--- src/rtl/hpi_sequencer.sv ---
// HPI bus sequencer: arbitrates two requesters round-robin and runs one
// chip-select/strobe/hold/recover access at a time, after a timed HPI reset.

module hpi_sequencer_checker (
  input logic clk_i,
  input logic rst_i,
  input logic cs_n_i,
  input logic r_n_i,
  input logic w_n_i,
  input logic oe_i,
  input logic ack0_i,
  input logic ack1_i
);

  a_strobe_excl: assert property (@(posedge clk_i) disable iff (rst_i)
    !(!r_n_i && !w_n_i));

  a_strobe_in_cs: assert property (@(posedge clk_i) disable iff (rst_i)
    (r_n_i && w_n_i) || !cs_n_i);

  a_oe_not_read: assert property (@(posedge clk_i) disable iff (rst_i)
    !(oe_i && !r_n_i));

  a_ack_onehot: assert property (@(posedge clk_i) disable iff (rst_i)
    !(ack0_i && ack1_i));

endmodule

module hpi_sequencer #(
  parameter int unsigned STROBE_CYCLES  = 4,
  parameter int unsigned RECOVER_CYCLES = 2,
  parameter int unsigned RESET_CYCLES   = 16
) (
  input  logic        clk_clk,
  input  logic        reset_reset,
  input  logic        req0_valid,
  input  logic        req0_write,
  input  logic [1:0]  req0_addr,
  input  logic [15:0] req0_wdata,
  output logic        req0_ack,
  output logic        req0_done,
  output logic [15:0] req0_rdata,
  input  logic        req1_valid,
  input  logic        req1_write,
  input  logic [1:0]  req1_addr,
  input  logic [15:0] req1_wdata,
  output logic        req1_ack,
  output logic        req1_done,
  output logic [15:0] req1_rdata,
  output logic [1:0]  otg_hpi_address,
  output logic        otg_hpi_cs,
  output logic        otg_hpi_r,
  output logic        otg_hpi_w,
  output logic        otg_hpi_reset,
  input  logic [15:0] otg_hpi_data_in,
  output logic [15:0] otg_hpi_data_out,
  output logic        otg_hpi_data_oe,
  output logic        init_done,
  output logic        busy
);

  typedef enum logic [2:0] {
    ST_INIT    = 3'd0,
    ST_IDLE    = 3'd1,
    ST_SETUP   = 3'd2,
    ST_STROBE  = 3'd3,
    ST_HOLD    = 3'd4,
    ST_RECOVER = 3'd5
  } state_t;

  localparam logic [7:0] STROBE_LAST  = 8'(STROBE_CYCLES - 1);
  localparam logic [7:0] RECOVER_LAST = 8'(RECOVER_CYCLES - 1);
  localparam logic [7:0] RESET_LAST   = 8'(RESET_CYCLES - 1);

  state_t      state_q, state_d;
  logic [7:0]  cnt_q, cnt_d;
  logic        last_q, last_d;
  logic        wr_q, wr_d;
  logic [1:0]  addr_q, addr_d;
  logic [15:0] wdata_q, wdata_d;

  logic [1:0]  hpi_addr_q, hpi_addr_d;
  logic [15:0] dout_q, dout_d;
  logic        cs_n_q, cs_n_d;
  logic        rd_n_q, rd_n_d;
  logic        wr_n_q, wr_n_d;
  logic        oe_q, oe_d;
  logic        hpi_rst_n_q, hpi_rst_n_d;
  logic        init_done_q, init_done_d;
  logic        busy_q, busy_d;
  logic        done0_q, done0_d;
  logic        done1_q, done1_d;
  logic [15:0] rdata0_q, rdata0_d;
  logic [15:0] rdata1_q, rdata1_d;

  logic        grant_any_s;
  logic        grant_idx_s;
  logic        ack_s;
  logic        capture_s;

  // Round-robin pick: on a tie the requester not granted last wins.
  always_comb begin
    grant_idx_s = 1'b0;
    if (req0_valid && req1_valid) begin
      grant_idx_s = ~last_q;
    end else if (req1_valid) begin
      grant_idx_s = 1'b1;
    end else begin
      grant_idx_s = 1'b0;
    end
  end

  assign grant_any_s = req0_valid | req1_valid;
  assign ack_s       = (state_q == ST_IDLE) && grant_any_s;
  assign req0_ack    = ack_s && !grant_idx_s;
  assign req1_ack    = ack_s && grant_idx_s;
  assign capture_s   = (state_q == ST_STROBE) && (cnt_q == STROBE_LAST) && !wr_q;

  // Next-state, phase counter and latched request fields.
  always_comb begin
    state_d = state_q;
    cnt_d   = cnt_q;
    last_d  = last_q;
    wr_d    = wr_q;
    addr_d  = addr_q;
    wdata_d = wdata_q;
    case (state_q)
      ST_INIT: begin
        if (cnt_q == RESET_LAST) begin
          state_d = ST_IDLE;
          cnt_d   = 8'd0;
        end else begin
          cnt_d = cnt_q + 8'd1;
        end
      end
      ST_IDLE: begin
        if (grant_any_s) begin
          state_d = ST_SETUP;
          cnt_d   = 8'd0;
          last_d  = grant_idx_s;
          wr_d    = grant_idx_s ? req1_write : req0_write;
          addr_d  = grant_idx_s ? req1_addr  : req0_addr;
          wdata_d = grant_idx_s ? req1_wdata : req0_wdata;
        end else begin
          state_d = ST_IDLE;
        end
      end
      ST_SETUP: begin
        state_d = ST_STROBE;
        cnt_d   = 8'd0;
      end
      ST_STROBE: begin
        if (cnt_q == STROBE_LAST) begin
          state_d = ST_HOLD;
          cnt_d   = 8'd0;
        end else begin
          cnt_d = cnt_q + 8'd1;
        end
      end
      ST_HOLD: begin
        state_d = ST_RECOVER;
        cnt_d   = 8'd0;
      end
      ST_RECOVER: begin
        if (cnt_q == RECOVER_LAST) begin
          state_d = ST_IDLE;
          cnt_d   = 8'd0;
        end else begin
          cnt_d = cnt_q + 8'd1;
        end
      end
      default: begin
        state_d = ST_INIT;
        cnt_d   = 8'd0;
      end
    endcase
  end

  // HPI pin values decoded from the state being entered, so every pin is a flop.
  always_comb begin
    hpi_addr_d  = hpi_addr_q;
    dout_d      = dout_q;
    cs_n_d      = 1'b1;
    rd_n_d      = 1'b1;
    wr_n_d      = 1'b1;
    oe_d        = 1'b0;
    hpi_rst_n_d = 1'b1;
    init_done_d = 1'b1;
    busy_d      = 1'b1;
    case (state_d)
      ST_INIT: begin
        hpi_addr_d  = 2'd0;
        dout_d      = 16'd0;
        hpi_rst_n_d = 1'b0;
        init_done_d = 1'b0;
      end
      ST_IDLE: begin
        busy_d = 1'b0;
      end
      ST_SETUP, ST_STROBE, ST_HOLD: begin
        cs_n_d     = 1'b0;
        hpi_addr_d = addr_d;
        if (wr_d) begin
          dout_d = wdata_d;
          oe_d   = 1'b1;
        end else begin
          dout_d = dout_q;
          oe_d   = 1'b0;
        end
        if (state_d == ST_STROBE) begin
          rd_n_d = wr_d;
          wr_n_d = ~wr_d;
        end else begin
          rd_n_d = 1'b1;
          wr_n_d = 1'b1;
        end
      end
      ST_RECOVER: begin
        cs_n_d = 1'b1;
      end
      default: begin
        hpi_rst_n_d = 1'b0;
        init_done_d = 1'b0;
      end
    endcase
  end

  // Completion pulse and read-data capture for the granted requester.
  always_comb begin
    done0_d  = 1'b0;
    done1_d  = 1'b0;
    rdata0_d = rdata0_q;
    rdata1_d = rdata1_q;
    if (state_d == ST_HOLD) begin
      done0_d = ~last_d;
      done1_d = last_d;
    end else begin
      done0_d = 1'b0;
      done1_d = 1'b0;
    end
    if (capture_s) begin
      if (last_q) begin
        rdata1_d = otg_hpi_data_in;
      end else begin
        rdata0_d = otg_hpi_data_in;
      end
    end else begin
      rdata0_d = rdata0_q;
      rdata1_d = rdata1_q;
    end
  end

  // State and output registers with synchronous reset.
  always_ff @(posedge clk_clk) begin
    if (reset_reset) begin
      state_q     <= ST_INIT;
      cnt_q       <= 8'd0;
      last_q      <= 1'b1;
      wr_q        <= 1'b0;
      addr_q      <= 2'd0;
      wdata_q     <= 16'd0;
      hpi_addr_q  <= 2'd0;
      dout_q      <= 16'd0;
      cs_n_q      <= 1'b1;
      rd_n_q      <= 1'b1;
      wr_n_q      <= 1'b1;
      oe_q        <= 1'b0;
      hpi_rst_n_q <= 1'b0;
      init_done_q <= 1'b0;
      busy_q      <= 1'b1;
      done0_q     <= 1'b0;
      done1_q     <= 1'b0;
      rdata0_q    <= 16'd0;
      rdata1_q    <= 16'd0;
    end else begin
      state_q     <= state_d;
      cnt_q       <= cnt_d;
      last_q      <= last_d;
      wr_q        <= wr_d;
      addr_q      <= addr_d;
      wdata_q     <= wdata_d;
      hpi_addr_q  <= hpi_addr_d;
      dout_q      <= dout_d;
      cs_n_q      <= cs_n_d;
      rd_n_q      <= rd_n_d;
      wr_n_q      <= wr_n_d;
      oe_q        <= oe_d;
      hpi_rst_n_q <= hpi_rst_n_d;
      init_done_q <= init_done_d;
      busy_q      <= busy_d;
      done0_q     <= done0_d;
      done1_q     <= done1_d;
      rdata0_q    <= rdata0_d;
      rdata1_q    <= rdata1_d;
    end
  end

  assign otg_hpi_address  = hpi_addr_q;
  assign otg_hpi_cs       = cs_n_q;
  assign otg_hpi_r        = rd_n_q;
  assign otg_hpi_w        = wr_n_q;
  assign otg_hpi_reset    = hpi_rst_n_q;
  assign otg_hpi_data_out = dout_q;
  assign otg_hpi_data_oe  = oe_q;
  assign init_done        = init_done_q;
  assign busy             = busy_q;
  assign req0_done        = done0_q;
  assign req1_done        = done1_q;
  assign req0_rdata       = rdata0_q;
  assign req1_rdata       = rdata1_q;

  hpi_sequencer_checker u_checker (
    .clk_i  (clk_clk),
    .rst_i  (reset_reset),
    .cs_n_i (cs_n_q),
    .r_n_i  (rd_n_q),
    .w_n_i  (wr_n_q),
    .oe_i   (oe_q),
    .ack0_i (req0_ack),
    .ack1_i (req1_ack)
  );

endmodule

--- config.mk ---
export PLATFORM = sky130hd
export DESIGN_NAME = hpi_sequencer
export DESIGN_NICKNAME = d
export VERILOG_FILES = /design/src/rtl/hpi_sequencer.sv
export SDC_FILE = /design/constraint.sdc
export NUM_CORES = 1
export LEC_CHECK = 0
export BUFFER_PORTS_ARGS = -buffer_cell sky130_fd_sc_hd__buf_4
export CORE_MARGIN = 1.5
export CORE_UTILIZATION = 51
export CTS_BUF_LIST = sky130_fd_sc_hd__clkbuf_8 sky130_fd_sc_hd__clkbuf_16
export DETAILED_ROUTE_END_ITERATION = 8
export GPL_TIMING_DRIVEN = 0
export PLACE_DENSITY = 0.89
export RECOVER_POWER = 50
export SYNTH_ARGS = -nofsm -noshare
export SYNTH_HDL_FRONTEND = slang
export SYNTH_HIERARCHICAL = 1
export SYNTH_SLANG_ARGS = --single-unit
--- constraint.sdc ---
create_clock -name clk_clk -period 2.98 [get_ports clk_clk]
set_clock_uncertainty 0.05 [all_clocks]
set_input_delay 0.596 -clock clk_clk [delete_from_list [all_inputs] [get_ports clk_clk]]
set_output_delay 0.596 -clock clk_clk [all_outputs]
set_load 0.01 [all_outputs]
==> metrics.yaml <==
global_route:
  grt_max_degree: 15
  grt_pass1_wl_mm: 15.5
  grt_pass1_vias: 3346
  overflow: 0
  grt_usage_pct: 25.3
  antenna_found_initial: 0
drt:
  remaining_drc_errors: 0
  wl_mm: 10.3
  avgRoutedWirePerCell_um: 15.6
  drt-vias-per-instance: 5.65
  drt_iter0_drc: 183
  first_pass_iters: 5
  vias: 3748
  drtAntennaViolNets: 0
power:
  p_leak_nw: 1.63
  peakVddDrop_mv: 0.249
  p_total_mw: 2.21
  power_density_mw_per_mm2: 463
sta:
  slew_headroom_pct: 53.6
  report.final.slew_viol_count: 0
  hold_ws_ns: 0.405
  rsz0062_at_grt: "no"
  fin_crit_sh_pct: 86.7
  setup_violations: 0
  tns_ns: 0
  worst_slew_pin_slew_ns: 0.695
  hold_viol: 0
  finalCriticalPeriod_ns: 2.58
  fmax_mhz: 387
logic_synthesis:
  async_flop_share_pct: 0
  synthDistinctLibCells: 50
  syn_area_mm2: 0.00377
  postSynthCellCount: 431
  synth_fa_ha_area_share_pct: 0.663
  synth_commonest_cells: "dfxtp_1 (89), nand3_1 (56), nand2_1 (41), inv_1 (36), nor2_1 (30)"
  synth_fp_nets: 491
  ys_warn_count: 6
  yosys.area_share.simple_pct: 20.7
  synth-compound-area-share_pct: 18.4
  synth-edff-count: 0
  synth_top_area_cell: "dfxtp_1"
  synth_most_common_cell: "dfxtp_1"
  ys_top_cells_by_area: "dfxtp_1 (47%), nand3_1 (7.4%), mux2i_1 (4.2%)"
  ys_seq_area_share_pct: 47.2
  synth_area_per_cell_um2: 8.76
  synth_top_family_by_area: "simple AND/OR/NAND/NOR gates"
  synth.top_cell.area_share_pct: 47.2
  synth_xor_area_share_pct: 1.16
  synth_seq_cells: 89
  synth_mux_area_share_pct: 4.24
  ys.flop_type: "dfxtp_1"
placement:
  dp_cells: 648
  numPortBuffers: 118
  hpwl_mm: 7.54
  place_area_mm2: 0.00478
  place_congestion: 0.857
final_layout:
  diodes: 0
  drive_above_1_share_pct: 17.6
  final_area_mm2: 0.00478
  finalNonFillerCells: 663
  area_growth_pct: 26.6
  finalNetCount: 620
clock_tree:
  cts_setup_buffers: 0
  clock-root-buffer: "clkbuf_8"
  cts-hold-fix-buffers: 0
  insertion_delay_ns: 0.35
  cts_buffer_depth: 2
  cts_sinks: 89
  cts_resized: 0
  path_clk_slew_ns: 0.09
  cts_tree: "yes"
  numCtsBuffers: 9
  cts_htree_levels: 3
die:
  io_pins: 119
  coreArea_mm2: 0.00721
  initial_utilization_pct: 52.3
  rows: 31
  fp.dieH_um: 89.0
  die_x_um: 89.0
  die_area_mm2: 0.00792
worst_setup_path:
  timing.rr.end: "otg_hpi_data_out[6]"
  r2r_start: "state_q[0]"
  r2r_cells: 8
  worstSetupStartpointType: "register"
  cp_max_fo: 10
  cpMaxStageDelayCell: "dfxtp_1"
  cp_cell_sequence: "or3b_1, clkbuf_1, o21a_1, nor3_1, or3_1, buf_6, buf_12, o221ai_2"
  critPathKind: "reg2reg"
  cp.required_ns: 3.16
  cpPeakStageDelay_ns: 0.49
  crit_arrival_ns: 2.76
  regToRegSetupSlack_ns: 0.40
  crit_path_end_kind: "register"
outcome:
  status: "complete, no violations"
hold_path:
  hold_depth: 2
  hp-class: "reg2reg"
  hold_path_end: "req0_rdata[1]"
  min-delay-start: "req0_rdata[1]"
flow_run:
  cap_violations: 0
through the flow:
step / worst slack [ns] / utilization, %
after floorplan: 0.806 / -
after global placement: 0.426 / 66.3
after detailed placement: 0.394 / 66.3
after CTS: 0.580 / 69.3
after global routing: 0.236 / 66.2
final: 0.396 / 66.2
report_power, final:
group / leakage (nW) / total (mW) / switching (mW) / internal [mW]
Clock: 0.114 / 0.909 / 0.418 / 0.491
Sequential: 0.717 / 1.20 / 0.00435 / 1.19
Combinational: 0.803 / 0.108 / 0.0492 / 0.0587
how the worst max path moves through the flow:
stage                     from              endpoint  cells after the start
floorplan           req1_valid  otg_hpi_data_out[10]                      7
global placement    req1_valid   otg_hpi_data_out[6]                      8
detailed placement  req1_valid  otg_hpi_data_out[12]                      8
CTS                 state_q[0]  otg_hpi_data_out[14]                      6
global route        state_q[0]  otg_hpi_data_out[12]                      6
finish              state_q[0]   otg_hpi_data_out[6]                      8
final cells by class:
class	instances	area, um2
Tap cell	99	124
Clock buffer	10	138
Multi-Input combinational cell	278	1700
Clock inverter	5	81.3
Inverter	36	135
Sequential cell	89	1780
Fill cell	646	2440
Buffer	28	151
Timing Repair Buffer	118	664
critical path, delay by kind of cell (launching register included):
family	cells	cell delay (ns)
and+or+nand+nor	3	1.05
DFF	1	0.49
AOI/OAI and AO/OA	2	0.36
buffers and inverters	3	0.52
per-layer routing:
| layer | global-route usage, % | up-vias | part of all wire, % |
|---|---|---|---|
| met2 | 43.5 | 158 | 51 |
| met1 | 31.7 | 1797 | 42 |
| met4 | 11.5 | 0 | 2.8 |
| met3 | 3.23 | 26 | 4.8 |
| li1 | - | 1767 | - |
| met5 | 0 | - | 0 |
state kept, by name (all words and copies together), names as in the netlist:
register          count
cnt_q                 8
otg_hpi_data_oe       1
otg_hpi_data_out     16
req0_done             1
last_q                1
req0_rdata           16
otg_hpi_w             1
init_done             1
wdata_q              16
otg_hpi_r             1
req1_rdata           16
otg_hpi_address       2
otg_hpi_cs            1
state_q               3
req1_done             1
addr_q                2
wr_q                  1
busy                  1
cell families after synthesis:
group	Yosys count
adder cells (fa/ha/maj)	2
AO/OA/AOI/OAI	95
flip-flops	89
multiplexers	16
AND/OR/NAND/NOR	160
XOR/XNOR	5
buffers and inverters	64
placed cells by master (no fill, tap or decap), types with 2 or more instances in the layout:
cell type	instances
and2_1	3
a21o_1	3
a21oi_1	25
nand2_1	41
mux2i_1	16
nor2b_1	2
buf_6	3
xor2_1	2
nand2b_1	4
inv_1	37
a222oi_1	2
o21ai_0	16
clkbuf_1	79
o221ai_2	10
or3b_1	2
buf_4	59
nor3b_1	3
nand3_1	56
nor3_1	5
o221ai_1	6
nor2_1	30
xnor2_1	3
clkbuf_8	10
buf_2	3
and3_1	2
ha_1	2
or3_1	3
dfxtp_1	89
a31oi_1	17
o21a_1	2
clkinv_4	2
bufinv_16	2
or4_1	2
o21ai_1	2
a2bb2oi_1	2
(Power assumes the default switching activity.)
